**config.mk**
```make
export PLATFORM = sky130hd
export DESIGN_NAME = io_bus_bridge
export DESIGN_NICKNAME = d
export VERILOG_FILES = /design/src/rtl/io_bus_bridge.sv
export SDC_FILE = /design/constraint.sdc
export NUM_CORES = 1
export LEC_CHECK = 0
export CORE_MARGIN = 1.5
export CORE_UTILIZATION = 48
export CTS_CLUSTER_SIZE = 10
export DETAILED_ROUTE_END_ITERATION = 6
export GPL_TIMING_DRIVEN = 0
export PLACE_DENSITY = 0.95
export SLEW_MARGIN = 40
export SYNTH_ARGS = -nofsm -noshare
export SYNTH_HDL_FRONTEND = slang
export SYNTH_SLANG_ARGS = --single-unit
```
**constraint.sdc**
```tcl
create_clock -name clk -period 4.67 [get_ports clk]
set_clock_uncertainty 0.2 [all_clocks]
set_input_delay 0.934 -clock clk [delete_from_list [all_inputs] [get_ports clk]]
set_output_delay 0.934 -clock clk [all_outputs]
set_load 0.05 [all_outputs]
```
**src/rtl/io_bus_bridge.sv**
```systemverilog
// Bridge from the CPU's one-hot IO port to the peripherals and the hardware-config block.
// Latches each access, checks that the address is one-hot, drives registered selects and handles wait-state timeouts.
module io_bus_bridge #(
    parameter int TIMEOUT_CYCLES = 255,
    parameter int CNT_WIDTH      = 16
) (
    input  logic        clk,
    input  logic        resetn,
    input  logic [19:0] cpu_addr,
    input  logic        cpu_rstrb,
    input  logic        cpu_wstrb,
    input  logic [31:0] cpu_wdata,
    output logic [31:0] cpu_rdata,
    output logic        cpu_busy,
    output logic        cpu_err,
    output logic [16:0] dev_sel,
    output logic        dev_rd,
    output logic        dev_wr,
    output logic [31:0] dev_wdata,
    input  logic [31:0] dev_rdata,
    input  logic        dev_busy,
    output logic        hw_sel_memory,
    output logic        hw_sel_devices,
    output logic        hw_sel_cpuinfo,
    input  logic [31:0] hw_rdata
);

    typedef enum logic [1:0] {
        ST_IDLE,
        ST_ACCESS,
        ST_WAIT,
        ST_ERR
    } state_t;

    localparam logic [CNT_WIDTH-1:0] TIMEOUT_VAL = CNT_WIDTH'(TIMEOUT_CYCLES);
    localparam logic [CNT_WIDTH-1:0] CNT_ONE     = CNT_WIDTH'(1);

    state_t                state_reg, state_next;
    logic [19:0]           addr_reg, addr_next;
    logic                  write_reg, write_next;
    logic [CNT_WIDTH-1:0]  cnt_reg, cnt_next;
    logic [31:0]           rdata_reg, rdata_next;
    logic [31:0]           wdata_reg, wdata_next;
    logic                  busy_reg, busy_next;
    logic                  err_reg, err_next;
    logic [16:0]           dev_sel_reg, dev_sel_next;
    logic                  dev_rd_reg, dev_rd_next;
    logic                  dev_wr_reg, dev_wr_next;
    logic [2:0]            hw_sel_reg, hw_sel_next;
    logic                  is_cfg;

    assign is_cfg = |addr_reg[19:17];

    always_ff @(posedge clk or negedge resetn) begin
        if (!resetn) begin
            state_reg   <= ST_IDLE;
            addr_reg    <= '0;
            write_reg   <= 1'b0;
            cnt_reg     <= '0;
            rdata_reg   <= '0;
            wdata_reg   <= '0;
            busy_reg    <= 1'b0;
            err_reg     <= 1'b0;
            dev_sel_reg <= '0;
            dev_rd_reg  <= 1'b0;
            dev_wr_reg  <= 1'b0;
            hw_sel_reg  <= '0;
        end else begin
            state_reg   <= state_next;
            addr_reg    <= addr_next;
            write_reg   <= write_next;
            cnt_reg     <= cnt_next;
            rdata_reg   <= rdata_next;
            wdata_reg   <= wdata_next;
            busy_reg    <= busy_next;
            err_reg     <= err_next;
            dev_sel_reg <= dev_sel_next;
            dev_rd_reg  <= dev_rd_next;
            dev_wr_reg  <= dev_wr_next;
            hw_sel_reg  <= hw_sel_next;
        end
    end

    always_comb begin
        state_next = state_reg;
        addr_next  = addr_reg;
        write_next = write_reg;
        wdata_next = wdata_reg;
        cnt_next   = cnt_reg;
        rdata_next = rdata_reg;

        case (state_reg)
            ST_IDLE: begin
                if (cpu_rstrb || cpu_wstrb) begin
                    addr_next  = cpu_addr;
                    wdata_next = cpu_wdata;
                    write_next = cpu_wstrb && !cpu_rstrb;
                    if ((cpu_rstrb && cpu_wstrb) || !$onehot(cpu_addr))
                        state_next = ST_ERR;
                    else
                        state_next = ST_ACCESS;
                end
            end
            ST_ACCESS: begin
                // Config block never stalls, so dev_busy only matters for peripherals.
                if (is_cfg || !dev_busy) begin
                    state_next = ST_IDLE;
                    if (!write_reg)
                        rdata_next = is_cfg ? hw_rdata : dev_rdata;
                end else begin
                    state_next = ST_WAIT;
                    cnt_next   = CNT_ONE;
                end
            end
            ST_WAIT: begin
                if (!dev_busy) begin
                    state_next = ST_IDLE;
                    if (!write_reg)
                        rdata_next = dev_rdata;
                end else if (cnt_reg == TIMEOUT_VAL) begin
                    state_next = ST_ERR;
                end else begin
                    cnt_next = cnt_reg + CNT_ONE;
                end
            end
            ST_ERR: begin
                state_next = ST_IDLE;
                if (!write_reg)
                    rdata_next = '0;
            end
            default: state_next = ST_IDLE;
        endcase
    end

    // Outputs are decoded from the next state so every select and strobe comes straight from a flop.
    always_comb begin
        busy_next    = (state_next != ST_IDLE);
        err_next     = (state_next == ST_ERR);
        dev_sel_next = '0;
        dev_rd_next  = 1'b0;
        dev_wr_next  = 1'b0;
        hw_sel_next  = '0;
        if (state_next == ST_ACCESS || state_next == ST_WAIT)
            dev_sel_next = addr_next[16:0];
        if (state_next == ST_ACCESS) begin
            hw_sel_next = addr_next[19:17];
            dev_rd_next = (|addr_next[16:0]) && !write_next;
            dev_wr_next = (|addr_next[16:0]) && write_next;
        end
    end

    assign cpu_rdata      = rdata_reg;
    assign cpu_busy       = busy_reg;
    assign cpu_err        = err_reg;
    assign dev_sel        = dev_sel_reg;
    assign dev_rd         = dev_rd_reg;
    assign dev_wr         = dev_wr_reg;
    assign dev_wdata      = wdata_reg;
    assign hw_sel_memory  = hw_sel_reg[0];
    assign hw_sel_devices = hw_sel_reg[1];
    assign hw_sel_cpuinfo = hw_sel_reg[2];

endmodule

```
==> results of run 1 <==
[layer usage]
| metal | global-route usage (%) | vias to the layer above |
|---|---|---|
| met2 | 50.2 | 251 |
| met5 | 0 | - |
| li1 | - | 2186 |
| met1 | 30.7 | 2452 |
| met4 | 12.3 | 0 |
| met3 | 8.86 | 63 |
[worst max-delay path by stage]
| stage | startpoint | end | cells after the start |
|---|---|---|---|
| global placement | resetn | dev_sel[2]$_DFF_PN0_ | 1 |
| CTS | cpu_addr[15] | dev_sel[9]$_DFF_PN0_ | 19 |
| floorplan | cpu_addr[11] | dev_sel[10]$_DFF_PN0_ | 18 |
| finish | cpu_addr[13] | dev_sel[6]$_DFF_PN0_ | 19 |
| global route | cpu_addr[13] | dev_sel[9]$_DFF_PN0_ | 19 |
| detailed placement | cpu_addr[7] | dev_sel[6]$_DFF_PN0_ | 19 |
[kinds of logic after synthesis]
kind of cell             after synthesis
AND/OR/NAND/NOR                      133
adder cells (fa/ha/maj)               25
AO/OA/AOI/OAI                         88
XOR/XNOR                               2
flip-flops                           127
multiplexers                          58
buffers and inverters                 51
[timing repair]
action | in CTS | in global routing
gates cloned | 1 | 0
endpoints found under the setup margin | 25 | 25
setup buffers | 5 | 3
hold buffers | 0 | 0
resized for setup | 47 | 21
pin swaps | 11 | 11
[layout by cell type, fill, tap and decap left out, types with 3 or more instances in the layout]
cell | Yosys | layout
buf_4 | 6 | 13
fa_1 | 14 | 13
mux2_2 | 52 | 52
buf_8 | 0 | 3
dfrtp_1 | 127 | 127
clkbuf_8 | 0 | 4
ha_4 | 0 | 4
clkbuf_2 | 1 | 3
and2_1 | 21 | 10
ha_1 | 11 | 7
nor4_1 | 9 | 9
o31ai_1 | 3 | 3
a21oi_1 | 40 | 39
clkbuf_1 | 14 | 19
or4_1 | 3 | 3
nand3_1 | 6 | 5
nand4_1 | 9 | 9
inv_1 | 28 | 22
nand2_1 | 14 | 13
clkdlybuf4s50_1 | 0 | 197
bufinv_16 | 0 | 3
and2_4 | 0 | 11
or3_1 | 4 | 4
nor2_1 | 46 | 44
buf_2 | 1 | 5
nor3_1 | 7 | 7
clkbuf_16 | 0 | 17
clkinv_2 | 0 | 3
a22oi_1 | 32 | 32
inv_2 | 0 | 6
mux2i_1 | 6 | 6
[power groups by stage]
stage / sequential (W) / combinational, W / clock (W)
6_report: 0.00189 / 0.00435 / 0.00133
5_1_grt: 0.00195 / 0.00458 / 0.00140
4_1_cts: 0.00189 / 0.00418 / 0.00135
3_5_place_dp: 0.00188 / 0.00398 / 0
3_3_place_gp: 0.00185 / 0.00383 / 0
2_1_floorplan: 0.00312 / 0.00139 / 0
[critical path, delay by kind of cell]
kind	cells	cell delay (ns)
adder cells (fa/ha/maj)	8	3.30
AO/OA/AOI/OAI	1	0.20
AND/OR/NAND/NOR	4	0.65
buffers and inverters	6	0.48
[final cells by class]
cell class,count,area (sq um),share of cell area (%)
Timing Repair Buffer,216,2150,24.3
Clock inverter,6,105,1.19
Tap cell,143,179,2.03
Sequential cell,127,3180,36.0
Multi-Input combinational cell,306,2500,28.3
Buffer,23,129,1.46
Inverter,28,105,1.19
Clock buffer,26,489,5.54
[through the flow]
stage	hold slack (ns)	total power (W)	utilization [%]	instances
2_1_floorplan	0.260	0.00452	-	484
3_3_place_gp	0.286	0.00568	69.7	834
3_5_place_dp	0.295	0.00586	70.0	835
4_1_cts	0.220	0.00742	75.8	873
5_1_grt	0.234	0.00793	76.4	875
6_report	0.219	0.00757	76.4	875
==> flow_summary.json, run 1 <==
{
  "setup_ws_ns": -0.799,
  "synth_most_common_cell": "dfrtp_1",
  "relSlewSlack_pct": 52.5,
  "synth_async_sr_flop_share_pct": 100,
  "r2r_setup_slack_ns": 1.83,
  "wl_met3_um": 1190,
  "row_count": 39,
  "worst_skew_pair.late_latency_ns": 0.41,
  "firstDrtPassIters": 5,
  "synth_area_sq_mm": 0.00577,
  "powerDensity_mw_per_mm2": 857,
  "status": "complete, but fails checks",
  "drive_above_1_share_pct": 19.5,
  "io_buffers": 207,
  "synth_top_area_share_pct": 55.1,
  "grt_overflow_total": 0,
  "reg2regPathDepth": 8,
  "crit_slowest_cell": "fa_1",
  "violations": "negative setup slack",
  "ys.warnings.count": 0,
  "dr_total_vias": 4952,
  "switching_share_pct": 44.7,
  "seq_power_share_pct": 25.0,
  "crit_chain": "buf_8, fa_1, inv_2, fa_1, inv_1, fa_1, fa_1, inv_1, fa_1, inv_2, ha_4, fa_2, nor2_2, nand4_1, o21ai_2, and3_4, ha_4, clkbuf_8, and2_4",
  "grt_pass1_vias": 5432,
  "rr_startpoint": "state_reg[1]$_DFF_PN0_",
  "dieArea_sq_mm": 0.0127,
  "path_max_fanout": 5,
  "timing_worst_setup_path_type": "in2reg",
  "ant_nets": 0,
  "cts.sinks": 127,
  "htree_levels": 4,
  "period_minus_slack_ns": 5.47,
  "seq_area_frac_synth_pct": 55.1,
  "synth_compound_area_share_pct": 9.74,
  "fin_setup_tns_ns": -18.12,
  "tightest_slew_ns": 0.712,
  "synth-edff-count": 0,
  "dp_hpwl_um": 11900,
  "worstHoldPathType": "in2async",
  "wl_um": 17300,
  "synth_common_cells": "dfrtp_1 (127), mux2_2 (52), nor2_1 (46)",
  "end_kind": "flip-flop",
  "dieHeight_um": 113,
  "antenna_cells": 0,
  "io_pins": 209,
  "drt_iter0_drc": 435,
  "fin_crit_sh_pct": 117,
  "cts_buffers": 17,
  "hold_viol_final": 0,
  "viasPerCell": 5.66,
  "switching_power_w": 0.00339,
  "clockRootBuffer": "clkbuf_16",
  "worstReg2RegEnd": "dev_rd$_DFF_PN0_",
  "p_leak_nw": 3.78,
  "synth_area_per_cell_sq_um": 11.9,
  "combPwrFrac_pct": 57.4,
  "p_clk_share_pct": 17.6,
  "area_growth_pct": 53.1,
  "critical_path_required_ns": 4.77,
  "ir_drop_mv": 0.595,
  "fin_nets": 865,
  "wire_per_inst_um": 19.8,
  "synth-xor-area-share_pct": 0.304,
  "fmax_ghz": 0.183,
  "fin_area_sq_mm": 0.00883,
  "syn_inst": 484,
  "groute.usage.overall_pct": 28.1,
  "timing.final.max_slew_violations": 0,
  "initial_core_util_pct": 49.9,
  "synthAdderAreaFrac_pct": 7.24,
  "grt_setup_unrepaired": "yes",
  "grt_pass1_wl_um": 27500,
  "clk_pin_slew_worst_paths_ns": 0.05,
  "synth_area_leaders": "dfrtp_1 (55%), mux2_2 (10%), fa_1 (4.9%), a22oi_1 (4.2%), a21oi_1 (3.5%)",
  "internal_power_w": 0.00419,
  "drc": 0,
  "cp_common_cell": "fa_1",
  "synthMuxAreaShare_pct": 11.2,
  "maxCapViolCount": 0,
  "dpl_cell_area_sq_mm": 0.00809,
  "dr.max_layer_used": "met4",
  "die_w_um": 113,
  "cts_tree": "yes",
  "synth.ff_latch_count": 127,
  "yosysUniqueCellTypes": 44,
  "dpl_worst_slack_ns": -1.57,
  "syn-num-nets": 630,
  "setup_violations": 25,
  "ctsLongestPathBuffers": 2,
  "critPathMaxStageDelay_ns": 0.59,
  "crit_path_start_kind": "input pin",
  "grt_max_degree": 81,
  "arrival_ns": 5.56,
  "synth_top_family_by_area": "simple AND/OR/NAND/NOR gates",
  "antenna_found_initial": 0,
  "synthSimpleGateAreaFrac_pct": 12.6,
  "dr_wl_met2_um": 9100,
  "gp_congestion": 0.849,
  "ys.flop_type": "dfrtp_1",
  "yosysTopAreaCell": "dfrtp_1",
  "fp.coreArea_sq_mm": 0.0116,
  "fillCellCount": 673,
  "wl_met1_um": 6330
}
(Power assumes the default switching activity.)
==> run 2: changes to the inputs <==
- CTS_CLUSTER_SIZE: 10 -> 30
==> results of run 2 <==
No change in the layout: final DEF, timing and power equal those of run 1.
==> run 3: changes to the inputs <==
==> constraint.sdc (replaced) <==
create_clock -name clk -period 4.67 [get_ports clk]
set_clock_uncertainty 0.2 [all_clocks]
set_input_delay 1.401 -clock clk [delete_from_list [all_inputs] [get_ports clk]]
set_output_delay 1.401 -clock clk [all_outputs]
set_load 0.05 [all_outputs]
==> results of run 3 <==
The final DEF is identical to that of run 1. Status: complete, but fails checks: negative setup slack.
Among the figures that moved: setup slack after placement -1.57 ns -> -2.03 ns; clock-pin slew on the worst setup and hold paths 0.05 ns -> 0.06 ns; setup slack after layout -0.799 ns -> -1.27 ns; setup TNS -18.12 ns -> -29.80 ns; hold slack 0.219 ns -> 0.302 ns
==> RTL edit (config.mk and constraints of run 3) <==
The parameter `CNT_WIDTH` goes from 16 to 24.
--- a/src/rtl/io_bus_bridge.sv
+++ b/src/rtl/io_bus_bridge.sv
@@ -3,5 +3,5 @@
 module io_bus_bridge #(
     parameter int TIMEOUT_CYCLES = 255,
-    parameter int CNT_WIDTH      = 16
+    parameter int CNT_WIDTH      = 24
 ) (
     input  logic        clk,
Behaviour: same outputs for any inputs over 4 cycles, from zero or initial values and one cycle with resetn low; that may be too few to reach the edited logic, so the function may still have changed.
==> RTL edit against run 3 <==
Area after synthesis up 8.8%; non-clock buffer count increased by 5; largest cell class unchanged; the run still ends with setup timing left; largest power group unchanged; setup slack lost 0.019 ns; critical endpoint is now dev_sel[7]; wire length is 9.4% higher; critical path type unchanged; sequential cell count grew 8; total power grew 0.16%; highest routed layer unchanged; final area grew 7.5%; clock power is 11% higher; global-route usage is 0.17 points lower.
==> RTL edit: results (changes against run 3) <==
Outcome
  – Status: complete, but fails checks
  – Failing checks: setup timing

Global route
  – Vias in the first global route: 5904 (+8.7%)
  – GRT Overall Usage: 27.9% (-0.17 points)
  – Antenna violations before repair: 0 (unchanged)
  – Pin count of the biggest net entering global routing: 75 (-7.4%)
  – Global-route wire length before repair: 30100 um (+9.6%)

Synthesis
  – Synth async-reset ratio: 100% (unchanged)
  – Post-synth top cells: nand2_1, dfrtp_1, a22o_1, mux2_2, inv_1
  – Yosys Warn Count: 0 (unchanged)
  – Distinct cell type count after synthesis: 45 (+2.3%)
  – Synth Flop Type: dfrtp_1
  – Synth top area cells: dfrtp_1, nand2_1, mux2_2
  – Post-synth net total: 745 (+18%)
  – Sequential-to-total area share from yosys stat: 53.8% (-1.3 points)
  – Gate Count Post-Synth: 599 (+24%)

Finish
  – Fillers: 800 (+19%)
  – Antenna diode count: 0 (unchanged)
  – Multi-input logic area: 2800 sq um (+12%)
  – Final non-filler cell total: 1021 (+17%)
  – Nets@finish: 982 (+14%)
  – Share of post-route cells with drive strength above 1: 15.5% (-4.0 points)

Placed design
  – DP Area: 8650 sq um (+6.9%)
  – DP Worst Slack: -2.25 ns (-0.213 ns)
  – Routability-driven placement congestion ratio: 0.893 (+5.2%)
  – Post-DP HPWL: 13400 um (+13%)
  – Quantity of I/O buffers inserted on ports: 208 (+0.48%)

STA
  – Setup-failing EPs final: 25 (unchanged)
  – Worst-Margin Slew: 0.660 ns (-0.0523 ns)
  – Setup TNS Final: -29.53 ns (+0.272 ns)
  – Worst Slack Setup Final: -1.28 ns (-0.0188 ns)

Drt
  – Pre-antenna DRT Iters: 5 (unchanged)
  – Initial drt markers: 439 (+0.92%)
  – Drt total wl: 18900 um (+9.4%)
  – Post-DR vias/cell: 5.51 (-2.7%)

Worst setup path
  – Critical path arrival: 6.08 ns (+0.05 ns)
  – Slowest-stage cell, CP: fa_1
  – Crit path largest cell delay: 0.55 ns (-0.04 ns)
  – Crit path max fanout: 5 (unchanged)

CTS
  – CTS HTree Levels: 4 (unchanged)
  – Reg clk slew, reported paths: 0.06 ns (about the same)
  – Root Buffer: clkbuf_16
  – CTS buffer count: 17 (unchanged)
  – Max Root-Sink Buffers: 2 (unchanged)

Pwr
  – Worst vdd ir: 0.462 mV (-22%)
  – Leakage power: 4.37 nW (+15%)

Min path
  – Hold Crit Class: reg -> reg
-- RTL edit: where the power goes --
part	internal, mW	switching, mW
combinational	1.61	2.58
clock	0.968	0.514
sequential	1.64	0.263
-- RTL edit: cell type report --
class / count / area share, %
sequential: 135 / 35.6
multi-input combinational: 409 / 29.5
timing repair buffer: 218 / 23.1
clock buffer: 18 / 4.62
clock inverter: 14 / 2.29
tap: 172 / 2.27
buffer: 26 / 1.38
inverter: 29 / 1.23
-- RTL edit: layer usage --
metal	GRT usage, %	share of wire, %
met1	31.2	36
met2	50.3	53
met3	6.47	7.2
met4	13.3	3.6
met5	0	0
-- RTL edit: cell families (layout without fill, tap and decap cells) --
| kind of cell | after synthesis | count (layout) | share of synthesized area [%] |
|---|---|---|---|
| AND/OR/NAND/NOR | 260 | 260 | 19.5 |
| flip-flops | 135 | 135 | 53.8 |
| AO/OA/AOI/OAI | 82 | 82 | 9.42 |
| buffers and inverters | 55 | 305 | 3.49 |
| multiplexers | 34 | 34 | 6.06 |
| adder cells (fa/ha/maj) | 25 | 25 | 6.65 |
| XOR/XNOR | 8 | 8 | 1.12 |
-- RTL edit: worst paths after layout --
kind / start / to / slack [ns] / cells after the start
worst max-delay path: cpu_addr[11] / dev_sel[7] / -1.28 / 18
worst min-delay path: dev_wdata[20] / dev_wdata[20] / 0.27 / 2
worst max register to register: state_reg[1] / dev_sel[7] / 2.06 / 9
worst min register to register: dev_wdata[20] / dev_wdata[20] / 0.27 / 2
max in group asynchronous: resetn / cpu_rdata[31] / 2.85 / 2
min in group asynchronous: resetn / addr_reg[16] / 0.71 / 1
-- RTL edit: timing repair --
action | CTS | global route
buffers inserted | 5 | 3
cloned | 1 | 0
pin swaps | 11 | 5
resized for setup | 50 | 14
setup endpoints to repair | 25 | 25
